<file path="src/rtl/msu_pkg.sv">
// Shared definitions for the MSU sector streamer: FSM state encodings and
// sector geometry helpers.
package msu_pkg;

    typedef logic [2:0] state_t;

    localparam state_t S_IDLE       = 3'd0;
    localparam state_t S_WAIT_MOUNT = 3'd1;
    localparam state_t S_REQ        = 3'd2;
    localparam state_t S_XFER       = 3'd3;
    localparam state_t S_NEXT       = 3'd4;
    localparam state_t S_DRAIN      = 3'd5;

    function automatic int words_per_sector(input int sector_bytes);
        return sector_bytes / 2;
    endfunction

    // One extra bit so the index can reach words_per_sector itself.
    function automatic int word_idx_w(input int sector_bytes);
        return $clog2(sector_bytes / 2) + 1;
    endfunction

endpackage

</file>
<file path="src/rtl/msu_track_geom.sv">
// Converts track size and loop point into sector/word coordinates, captured
// on load so the values are stable for the whole play-through.
module msu_track_geom
    import msu_pkg::*;
#(
    parameter  int SECTOR_BYTES     = 512,
    parameter  int LBA_W            = 21,
    parameter  int HDR_BYTES        = 8,
    parameter  int BYTES_PER_SAMPLE = 4,
    localparam int IDX_W            = word_idx_w(SECTOR_BYTES)
) (
    input  logic              clk,
    input  logic              reset,
    input  logic              load,
    input  logic [31:0]       img_size,
    input  logic [31:0]       loop_sample,
    output logic [LBA_W-1:0]  end_lba,
    output logic [IDX_W-1:0]  end_words,
    output logic [LBA_W-1:0]  loop_lba,
    output logic [IDX_W-1:0]  loop_skip,
    output logic              hdr_only
);

    localparam int          SB_LOG  = $clog2(SECTOR_BYTES);
    localparam logic [31:0] SB_MASK = 32'(SECTOR_BYTES - 1);
    localparam logic [31:0] HDR32   = 32'(HDR_BYTES);
    localparam logic [31:0] BPS32   = 32'(BYTES_PER_SAMPLE);
    localparam logic [31:0] LBA_MAX = (LBA_W >= 32) ? 32'hFFFF_FFFF
                                                    : ((32'd1 << LBA_W) - 32'd1);

    logic [31:0]      last_byte;
    logic [31:0]      end_lba_full;
    logic [31:0]      loop_byte;
    logic [31:0]      loop_lba_full;
    logic [LBA_W-1:0] end_lba_d,   end_lba_q;
    logic [IDX_W-1:0] end_words_d, end_words_q;
    logic [LBA_W-1:0] loop_lba_d,  loop_lba_q;
    logic [IDX_W-1:0] loop_skip_d, loop_skip_q;
    logic             hdr_only_d,  hdr_only_q;

    // NOTE: every variable gets a value before any condition, so no path
    // through this block can leave one unassigned and infer a latch.
    always_comb begin
        last_byte     = img_size - 32'd1;
        end_lba_full  = last_byte >> SB_LOG;
        loop_byte     = HDR32 + loop_sample * BPS32;
        if (loop_byte >= img_size) begin
            loop_byte = HDR32;
        end
        loop_lba_full = loop_byte >> SB_LOG;

        end_lba_d   = (end_lba_full > LBA_MAX) ? LBA_W'(LBA_MAX) : LBA_W'(end_lba_full);
        loop_lba_d  = (loop_lba_full > LBA_MAX) ? LBA_W'(LBA_MAX) : LBA_W'(loop_lba_full);
        end_words_d = IDX_W'((last_byte & SB_MASK) >> 1) + 1'b1;
        loop_skip_d = IDX_W'((loop_byte & SB_MASK) >> 1);
        hdr_only_d  = (img_size <= HDR32);
    end

    // NOTE: non-blocking assignments make every flop sample pre-edge values,
    // independent of the order the statements are written in.
    always_ff @(posedge clk) begin
        if (!reset) begin
            end_lba_q   <= '0;
            end_words_q <= '0;
            loop_lba_q  <= '0;
            loop_skip_q <= '0;
            hdr_only_q  <= 1'b0;
        end else if (load) begin
            end_lba_q   <= end_lba_d;
            end_words_q <= end_words_d;
            loop_lba_q  <= loop_lba_d;
            loop_skip_q <= loop_skip_d;
            hdr_only_q  <= hdr_only_d;
        end
    end

    assign end_lba   = end_lba_q;
    assign end_words = end_words_q;
    assign loop_lba  = loop_lba_q;
    assign loop_skip = loop_skip_q;
    assign hdr_only  = hdr_only_q;

endmodule

</file>
<file path="src/rtl/msu_sector_streamer.sv">
// Sector-by-sector PCM fetch from the SD buffer with byte-exact header,
// tail and loop trimming, plus stop/pause/backpressure and safe retrigger.
module msu_sector_streamer
    import msu_pkg::*;
#(
    parameter int SECTOR_BYTES     = 512,
    parameter int LBA_W            = 21,
    parameter int USEDW_W          = 12,
    parameter int FIFO_HIWAT       = 1792,
    parameter int HDR_BYTES        = 8,
    parameter int BYTES_PER_SAMPLE = 4
) (
    input  logic               clk,
    input  logic               reset,
    input  logic [31:0]        img_size,
    input  logic [31:0]        loop_sample,
    input  logic               repeat_en,
    input  logic               play,
    input  logic               stop,
    input  logic               pause,
    input  logic               mounted,
    input  logic               sd_ack,
    input  logic               sd_buff_wr,
    input  logic [USEDW_W-1:0] fifo_usedw,
    output logic [LBA_W-1:0]   sd_lba,
    output logic               sd_rd,
    output logic               word_keep,
    output logic               playing,
    output logic               loop_pulse,
    output logic               done_pulse
);

    localparam int               IDX_W    = word_idx_w(SECTOR_BYTES);
    localparam logic [IDX_W-1:0] WP_W     = IDX_W'(words_per_sector(SECTOR_BYTES));
    localparam logic [IDX_W-1:0] HDR_SKIP = IDX_W'(HDR_BYTES / 2);
    localparam logic [31:0]      HIWAT32  = 32'(FIFO_HIWAT);

    state_t           state_d, state_q;
    logic             to_mount_d, to_mount_q;
    logic [LBA_W-1:0] cur_lba_d, cur_lba_q;
    logic [IDX_W-1:0] skip_d, skip_q;
    logic [IDX_W-1:0] word_idx_d, word_idx_q;
    logic             ack_d, ack_q;
    logic             repeat_d, repeat_q;

    logic             load;
    logic             blocked;
    logic             loop_c, done_c;
    logic [IDX_W-1:0] limit;
    logic [LBA_W-1:0] end_lba, loop_lba;
    logic [IDX_W-1:0] end_words, loop_skip;
    logic             hdr_only;

    assign load = play & ~stop;

    msu_track_geom #(
        .SECTOR_BYTES    (SECTOR_BYTES),
        .LBA_W           (LBA_W),
        .HDR_BYTES       (HDR_BYTES),
        .BYTES_PER_SAMPLE(BYTES_PER_SAMPLE)
    ) u_geom (
        .clk        (clk),
        .reset      (reset),
        .load       (load),
        .img_size   (img_size),
        .loop_sample(loop_sample),
        .end_lba    (end_lba),
        .end_words  (end_words),
        .loop_lba   (loop_lba),
        .loop_skip  (loop_skip),
        .hdr_only   (hdr_only)
    );

    assign blocked = pause | (32'(fifo_usedw) >= HIWAT32);
    assign limit   = (cur_lba_q == end_lba) ? end_words : WP_W;

    always_comb begin
        state_d    = state_q;
        to_mount_d = to_mount_q;
        cur_lba_d  = cur_lba_q;
        skip_d     = skip_q;
        word_idx_d = word_idx_q;
        ack_d      = sd_ack;
        repeat_d   = load ? repeat_en : repeat_q;
        loop_c     = 1'b0;
        done_c     = 1'b0;

        case (state_q)
            S_IDLE: begin
                if (load) state_d = S_WAIT_MOUNT;
            end
            S_WAIT_MOUNT: begin
                if (mounted) begin
                    if (hdr_only) begin
                        done_c  = 1'b1;
                        state_d = S_IDLE;
                    end else begin
                        cur_lba_d = '0;
                        skip_d    = HDR_SKIP;
                        ack_d     = 1'b0;
                        state_d   = S_REQ;
                    end
                end
            end
            S_REQ: begin
                if (sd_ack & ~ack_q) begin
                    word_idx_d = '0;
                    state_d    = S_XFER;
                end
            end
            S_XFER: begin
                if (sd_buff_wr) word_idx_d = word_idx_q + 1'b1;
                if (~sd_ack & ack_q) begin
                    skip_d  = '0;
                    state_d = S_NEXT;
                end
            end
            S_NEXT: begin
                if (!blocked) begin
                    if (cur_lba_q < end_lba) begin
                        cur_lba_d = cur_lba_q + 1'b1;
                        ack_d     = 1'b0;
                        state_d   = S_REQ;
                    end else if (repeat_q) begin
                        loop_c    = 1'b1;
                        cur_lba_d = loop_lba;
                        skip_d    = loop_skip;
                        ack_d     = 1'b0;
                        state_d   = S_REQ;
                    end else begin
                        done_c  = 1'b1;
                        state_d = S_IDLE;
                    end
                end
            end
            S_DRAIN: begin
                if (!sd_ack) state_d = to_mount_q ? S_WAIT_MOUNT : S_IDLE;
            end
            default: state_d = S_IDLE;
        endcase

        // Abort paths override whatever the state decided; stop beats play.
        if (state_q != S_IDLE && (stop || play)) begin
            state_d    = S_DRAIN;
            to_mount_d = ~stop;
            loop_c     = 1'b0;
            done_c     = 1'b0;
        end
    end

    always_ff @(posedge clk) begin
        if (!reset) begin
            state_q    <= S_IDLE;
            to_mount_q <= 1'b0;
            cur_lba_q  <= '0;
            skip_q     <= '0;
            word_idx_q <= '0;
            ack_q      <= 1'b0;
            repeat_q   <= 1'b0;
        end else begin
            state_q    <= state_d;
            to_mount_q <= to_mount_d;
            cur_lba_q  <= cur_lba_d;
            skip_q     <= skip_d;
            word_idx_q <= word_idx_d;
            ack_q      <= ack_d;
            repeat_q   <= repeat_d;
        end
    end

    // Outputs are qualified by reset so a reset asserted mid-transfer
    // releases the SD request in the same cycle.
    assign sd_rd      = reset & (state_q == S_REQ);
    assign sd_lba     = {LBA_W{reset}} & cur_lba_q;
    assign playing    = reset & (state_q != S_IDLE);
    assign loop_pulse = reset & loop_c;
    assign done_pulse = reset & done_c;
    assign word_keep  = reset & (state_q == S_XFER) & sd_buff_wr & sd_ack
                        & (word_idx_q >= skip_q) & (word_idx_q < limit);

endmodule
</file>
<file path="config.mk">
export PLATFORM = sky130hd
export DESIGN_NAME = msu_sector_streamer
export DESIGN_NICKNAME = d
export VERILOG_FILES = /design/src/rtl/msu_pkg.sv /design/src/rtl/msu_track_geom.sv /design/src/rtl/msu_sector_streamer.sv
export SDC_FILE = /design/constraint.sdc
export NUM_CORES = 1
export LEC_CHECK = 0
export BUFFER_PORTS_ARGS = -buffer_cell sky130_fd_sc_hd__buf_2
export CAP_MARGIN = 20
export CORE_MARGIN = 4
export CORE_UTILIZATION = 60
export CTS_BUF_LIST = sky130_fd_sc_hd__clkbuf_4
export CTS_CLUSTER_DIAMETER = 60
export DETAILED_ROUTE_END_ITERATION = 12
export MAX_ROUTING_LAYER = met4
export PLACE_DENSITY_LB_ADDON = 0.08
export SYNTH_ARGS = -nofsm -noshare
export SYNTH_HDL_FRONTEND = slang
export SYNTH_SLANG_ARGS = --single-unit
</file>
<file path="constraint.sdc">
create_clock -name clk -period 4.99 [get_ports clk]
set_clock_uncertainty 0.05 [all_clocks]
set_input_delay 0.998 -clock clk [delete_from_list [all_inputs] [get_ports clk]]
set_output_delay 0.998 -clock clk [all_outputs]
set_load 0.005 [all_outputs]
</file>
==> flow_summary.ini, run 1 <==
[status]
status = finished, final reports clean

[synthesis]
synth-compound-area-share = 0.2066
synthCells = 1011
ys_seq_area_frac = 0.2631
synthMuxAreaShare = 0.006447
synth_fa_ha_area_frac = 0.1177
synth_flop_cell = dfxtp_1
synth.distinct_cells = 76
async_reset_ff_frac = 0
syn_nets = 1169
synthXorXnorAreaFrac = 0.06995
synthSimpleGateAreaFrac = 0.2635
synth_area_um2 = 7762
ys_seq_elements = 102
synth_top_family_by_area = simple AND/OR/NAND/NOR gates
syn_area_per_cell_um2 = 7.678
ys_warn_count = 0
synth-edff-count = 0

[timing]
setup_viol = 0
fmax_mhz = 214.4
min_period_ps = 4664
maxSlewViolCount = 0
hold_viol = 0
fin_setup_tns_ps = 0
min_period_over_period = 0.9347
tightest_slew_ps = 1083
grt_setup_unrepaired = false
maxSlewHeadroom = 0.2782

[route]
postRouteAntennaNets = 0
drtPass1Iterations = 6
wl_met3_um = 1199
vias_per_cell = 5.778
wire_per_inst_um = 15.45
dr.max_layer_used = met4
routed_wl_um = 19500
met1Wirelength_um = 10020
drt_iter0_markers = 714
vias = 7292
wl_met2_um = 8029
drc = 0

[cells_and_area]
regArea_um2 = 2042
multi_input_area_um2 = 5172
final_area_um2 = 8463
drive_above_1_share = 0.1552
fillCellCount = 1164
area_delta_synth_final_pct = 9.026
nNetsFinal = 1242

[die]
core_area_um2 = 12620
pin_count = 111
die_x_um = 121.7
die_h_um = 121.7
rows = 41
start_util = 0.6151
dieArea_um2 = 14820

[critical_path]
critical-path-max-stage-delay_ps = 410
slowest_stage = dfxtp_1
critical_path_class = reg -> out
crit_chain = ha_1, nand4_1, nor4_2, and2_4, nand2_1, ha_1, a21oi_1, nor2b_1, o21ai_0, nand2_1, or4_1, a21oi_1, o32a_1, buf_2
cp_max_fo = 9
worstReg2RegEnd = cur_lba_q[5]$_SDFFE_PN0P_
cp_data_arrival_time_ps = 3620
regToRegSetupSlack_ps = 1770
critPathLaunchType = register
reg2reg_from = cur_lba_q[16]$_SDFFE_PN0P_
reg2reg_depth = 9
crit_buf_inv = 1
cp-end-kind = primary output
critPathTopFamily = simple AND/OR/NAND/NOR gates
required_ps = 3940

[global_route]
grt_usage = 0.2747
grt_max_degree = 64
grt_first_pass_wirelength_um = 32060
antenna_found_initial = 1
gr-total-overflow = 0
grt_pass1_vias = 6277

[cts]
clkTransAtPathRegs_ps = 150
tritoncts = built
clock_latency_ps = 500
holdBufCountCts = 0
post_cts_buffers = 0
numCtsBuffers = 9
cts_root_buf = clkbuf_4
cts_buffer_depth = 2
cts_htree_levels = 3
clock_sinks = 102

[power]
power.leakage_nw = 3.501
ir_drop_uv = 105.6
power_density_nw_per_um2 = 218.5

[worst_hold_path]
min_to = u_geom.end_words[8]$_SDFFE_PN0P_
hp-class = reg -> reg
hp-start = u_geom.end_words[8]$_SDFFE_PN0P_
holdPathStages = 2

[job]
cap_violations = 0

[placed_design]
portBuffers = 100
post_dp_cell_area_um2 = 8327
hpwl_um = 15110
place.gp.congestion = 0.9119
-- final cells by class --
| type | count | area share |
|---|---|---|
| clock inverter | 6 | 0.005914 |
| inverter | 92 | 0.04080 |
| tap | 172 | 0.02543 |
| multi-input combinational | 771 | 0.6112 |
| clock buffer | 10 | 0.008870 |
| sequential | 102 | 0.2413 |
| antenna | 1 | 0.0002957 |
| timing repair buffer | 108 | 0.06623 |
-- through the flow --
stage | cells | utilization | power [mW] | worst slack, ps | hold WS (ps)
final | 1262 | 0.6706 | 1.849 | 325.8 | 423.6
after global routing | 1262 | 0.6706 | 1.968 | 18.77 | 461.9
after CTS | 1261 | 0.6697 | 1.846 | 47.27 | 428.5
after detailed placement | 1245 | 0.6598 | 1.439 | 547.5 | 409.3
after global placement | 1245 | 0.6598 | 1.430 | 575.6 | 404.0
after floorplan | 1011 | - | 1.291 | 934.6 | 387.1
-- cell usage in the layout, fill, tap and decap left out, types with 8 or more instances in the layout --
cell type  Yosys  final
nand3_1       35     35
nor3_1        31     31
o211ai_1       8      8
xnor2_1       43     43
nor2_1        47     47
nand4_1       27     27
nor4_1        14     13
buf_4          2      8
a21oi_1       49     49
inv_1         92     92
ha_1          73     73
a21oi_2       21     21
nand2_1      118    118
nor2b_1       10      9
a221oi_1      23     23
xor2_1        19     19
dfxtp_1      102    102
o21ai_0       85     85
and3_1        12     12
clkbuf_4       0     10
buf_2          5    100
nand2b_1       9      9
a21o_1         9      9
and2_1        31     30
or3_1         13     13
-- power by group --
part	switching [mW]	internal (mW)	total, mW
clock	0.304	0.115	0.419
sequential	0.0650	0.864	0.929
combinational	0.303	0.198	0.501
total	0.672	1.18	1.85
-- worst max path at each step --
stage,startpoint,to,slack [ps],cells past startpoint
global placement,loop_sample[9],u_geom.loop_lba[2]$_SDFFE_PN0P_,580,15
floorplan,loop_sample[10],u_geom.loop_lba[10]$_SDFFE_PN0P_,930,14
global route,cur_lba_q[16]$_SDFFE_PN0P_,word_keep,20,14
detailed placement,loop_sample[9],u_geom.loop_lba[10]$_SDFFE_PN0P_,550,15
CTS,u_geom.end_lba[19]$_SDFFE_PN0P_,word_keep,50,15
finish,cur_lba_q[16]$_SDFFE_PN0P_,word_keep,330,14
-- routing by layer --
metal / vias up / GRT usage
met5: - / -
met3: 20 / 0.03435
met1: 3322 / 0.4249
met2: 217 / 0.3764
li1: 3733 / -
met4: 0 / 0.06653
-- worst reg2reg max path, cell delays in order, from the launching register on --
cell     delay, ps
dfxtp_1        410
ha_1           350
nand4_1        180
nor4_2         360
o21ai_0        160
nand4_1        150
buf_4          500
a22o_1         700
o21ai_0        190
o21ai_0        110
-- cells by family (layout without fill, tap and decap cells) --
logic type / Yosys count / after routing
adder cells (fa/ha/maj): 73 / 73
multiplexers: 5 / 5
XOR/XNOR: 62 / 62
AO/OA/AOI/OAI: 245 / 245
buffers and inverters: 138 / 216
flip-flops: 102 / 102
AND/OR/NAND/NOR: 386 / 386
other: 0 / 1
-- what timing repair did --
| action | 4_1_cts | 5_1_grt |
|---|---|---|
| setup endpoints to repair | 0 | 1 |
| gates resized for setup | 0 | 3 |
| hold endpoints to repair | 0 | 0 |
-- cells in the mapped netlist (3+ instances only) --
cell,instances,share of area
nand2_1,118,0.057
dfxtp_1,102,0.26
inv_1,92,0.044
o21ai_0,85,0.055
ha_1,73,0.12
a21oi_1,49,0.032
nor2_1,47,0.023
xnor2_1,43,0.049
clkbuf_1,36,0.017
nand3_1,35,0.023
and2_1,31,0.025
nor3_1,31,0.020
nand4_1,27,0.022
a221oi_1,23,0.026
a21oi_2,21,0.024
xor2_1,19,0.021
nor4_1,14,0.011
or3_1,13,0.010
and3_1,12,0.0097
nor2b_1,10,0.0081
a21o_1,9,0.0087
nand2b_1,9,0.0073
o211ai_1,8,0.0077
a21boi_0,7,0.0068
and4_1,7,0.0079
o22ai_1,7,0.0056
o31ai_1,7,0.0068
buf_2,5,0.0032
mux2i_1,5,0.0064
nor3b_1,5,0.0048
a211oi_1,3,0.0029
a32oi_1,3,0.0034
nand3b_1,3,0.0029
-- registers in the layout, summed over array words and instances, names as in the netlist, 3 cells and up --
| name | flops |
|---|---|
| u_geom.loop_lba | 21 |
| u_geom.end_lba | 21 |
| word_idx_q | 9 |
| state_q | 3 |
| u_geom.end_words | 9 |
| u_geom.loop_skip | 7 |
| skip_q | 7 |
| cur_lba_q | 21 |
Note: power is estimated with default switching activity, not from simulation.
==> run 2, diff against run 1 <==
- BUFFER_PORTS_ARGS: -buffer_cell sky130_fd_sc_hd__buf_2 -> -buffer_cell sky130_fd_sc_hd__buf_4
==> run 2 against run 1 <==
  * Highest routed layer unchanged
  * Flip-flop and latch count is the same
  * Global-route usage grew 0.12 points
  * Combinational power grew 4%
  * Critical path depth is the same
  * Routed wire length grew 0.28%
  * Utilization grew 2.1 points
  * Fmax grew 0.30%
==> flow_summary.ini, run 2 (synthesis gave the netlist of run 1 again) <==
[cts]
cts_root_buf = clkbuf_4
holdBufCountCts = 0
clock_sinks = 102
clock_latency_ps = 500
clkTransAtPathRegs_ps = 150
numCtsBuffers = 9
cts_htree_levels = 3
post_cts_buffers = 0
tritoncts = built
post_cts_resized = 0
cts_buffer_depth = 2

[critical_path]
cp-end-kind = primary output
critPathLaunchType = register
critical-path-max-stage-delay_ps = 410
reg2reg_depth = 9
cp_data_arrival_time_ps = 3600
regToRegSetupSlack_ps = 1670
cp_max_fo = 9
reg2reg_from = cur_lba_q[16]$_SDFFE_PN0P_
slowest_stage = dfxtp_1
required_ps = 3940
critPathTopFamily = simple AND/OR/NAND/NOR gates
worstReg2RegEnd = cur_lba_q[14]$_SDFFE_PN0P_
crit_chain = ha_1, nand4_1, nor4_2, and2_4, nand2_1, ha_1, a21oi_1, nor2b_1, o21ai_0, nand2_1, or4_1, a21oi_1, o32a_1, buf_4
critical_path_class = reg -> out
crit_buf_inv = 1

[placed_design]
place_ws_ps = 560.1
dp_cells = 1244
place.gp.congestion = 0.8950
portBuffers = 100
hpwl_um = 15180

[cells_and_area]
fin_util = 0.6915
layout_common_cells = 118 x nand2_1, 107 x buf_4, 102 x dfxtp_1
area_delta_synth_final_pct = 12.41
nNetsFinal = 1241
drive_above_1_share = 0.1535
stdcell_count = 1261
final_common_cell = nand2_1

[global_route]
grt_max_degree = 64
grt_first_pass_wirelength_um = 32210
gr-total-overflow = 0
grt_pass1_vias = 6449
grt_usage = 0.2759
antenna_found_initial = 1

[timing]
min_period_ps = 4650
tightest_slew_ps = 1073
setup_viol = 0
maxSlewViolCount = 0
fmax_mhz = 215.0
fin_setup_tns_ps = 0
grt_setup_unrepaired = false
fin_hold_ws_ps = 431.7
worst_slack_ps = 339.9
maxSlewHeadroom = 0.2844
hold_viol = 0
min_period_over_period = 0.9319

[status]
status = finished, final reports clean

[route]
drt_iter0_markers = 893
routed_wl_um = 19550
vias = 7326
drc = 0
postRouteAntennaNets = 0
vias_per_cell = 5.810
wire_per_inst_um = 15.51
drtPass1Iterations = 5

[die]
die_x_um = 121.7
start_util = 0.6151
die_h_um = 121.7
dieArea_um2 = 14820
core_area_um2 = 12620
rows = 41
pin_count = 111

[power]
p_seq_frac = 0.486
power.leakage_nw = 3.573
pwr-share-clk = 0.242
p_switching_uw = 673.3
intPower_mw = 1.241
power_density_nw_per_um2 = 219.3
netSwitchingFraction = 0.3518
ir_drop_uv = 98.87
comb_power_share = 0.272

[worst_hold_path]
hp-start = skip_q[3]$_SDFFE_PN0P_
hp-class = reg -> reg
holdPathStages = 2
min_to = skip_q[3]$_SDFFE_PN0P_

[job]
cap_violations = 0
## run 2: cell count changes in the layout (fill, tap and decap cells not counted), sizes merged
cell | before | now
clkinv | 0 | 2
bufinv | 0 | 1
clkinvlp | 2 | 0
buf | 108 | 107
clkbuf | 10 | 9
## run 2: worst min-delay path: stages (launching register included)
cell and delay, ps:
dfxtp_1 340, nand3_1 60, o31ai_1 60
## run 2: how the worst max path moves through the flow
stage          cells after the start  slack, ps                               end                            start
2_1_floorplan                     14        930  u_geom.loop_lba[10]$_SDFFE_PN0P_                  loop_sample[10]
3_5_place_dp                      15        560  u_geom.loop_lba[19]$_SDFFE_PN0P_                   loop_sample[9]
5_1_grt                           14         40                         word_keep       cur_lba_q[16]$_SDFFE_PN0P_
3_3_place_gp                      15        610  u_geom.loop_lba[20]$_SDFFE_PN0P_                   loop_sample[9]
6_report                          14        340                         word_keep       cur_lba_q[16]$_SDFFE_PN0P_
4_1_cts                           15          8                         word_keep  u_geom.end_lba[19]$_SDFFE_PN0P_
## run 2: through the flow
step | power (mW) | cell area (um2)
floorplan | 1.291 | 7762
global placement | 1.449 | 8569
detailed placement | 1.460 | 8569
CTS | 1.917 | 8715
global route | 2.030 | 8726
finish | 1.914 | 8726
## run 2: cell type report
cell class,count,area [um2]
flip-flops and latches,102,2042
diodes,1,2.502
repair buffers,107,803.3
clock buffers,9,67.56
clock inverters,7,77.57
multi-input cells,771,5172
inverters,92,345.3
fillers,1152,3894
well taps,172,215.2
## run 2: routing by layer
layer	wire, um	global-route usage	part of all wire	vias up
met4	265	0.07143	0.014	0
met2	8265	0.3971	0.42	236
met5	0	-	0	-
met1	9856	0.4159	0.50	3334
met3	1166	0.02321	0.060	18
li1	-	-	-	3738
## run 2: power groups by stage
stage,registers (mW),clock network [mW],logic (mW)
3_3_place_gp,0.943,0,0.505
3_5_place_dp,0.945,0,0.515
5_1_grt,0.939,0.507,0.585
6_report,0.929,0.464,0.521
4_1_cts,0.927,0.472,0.518
2_1_floorplan,0.906,0,0.385
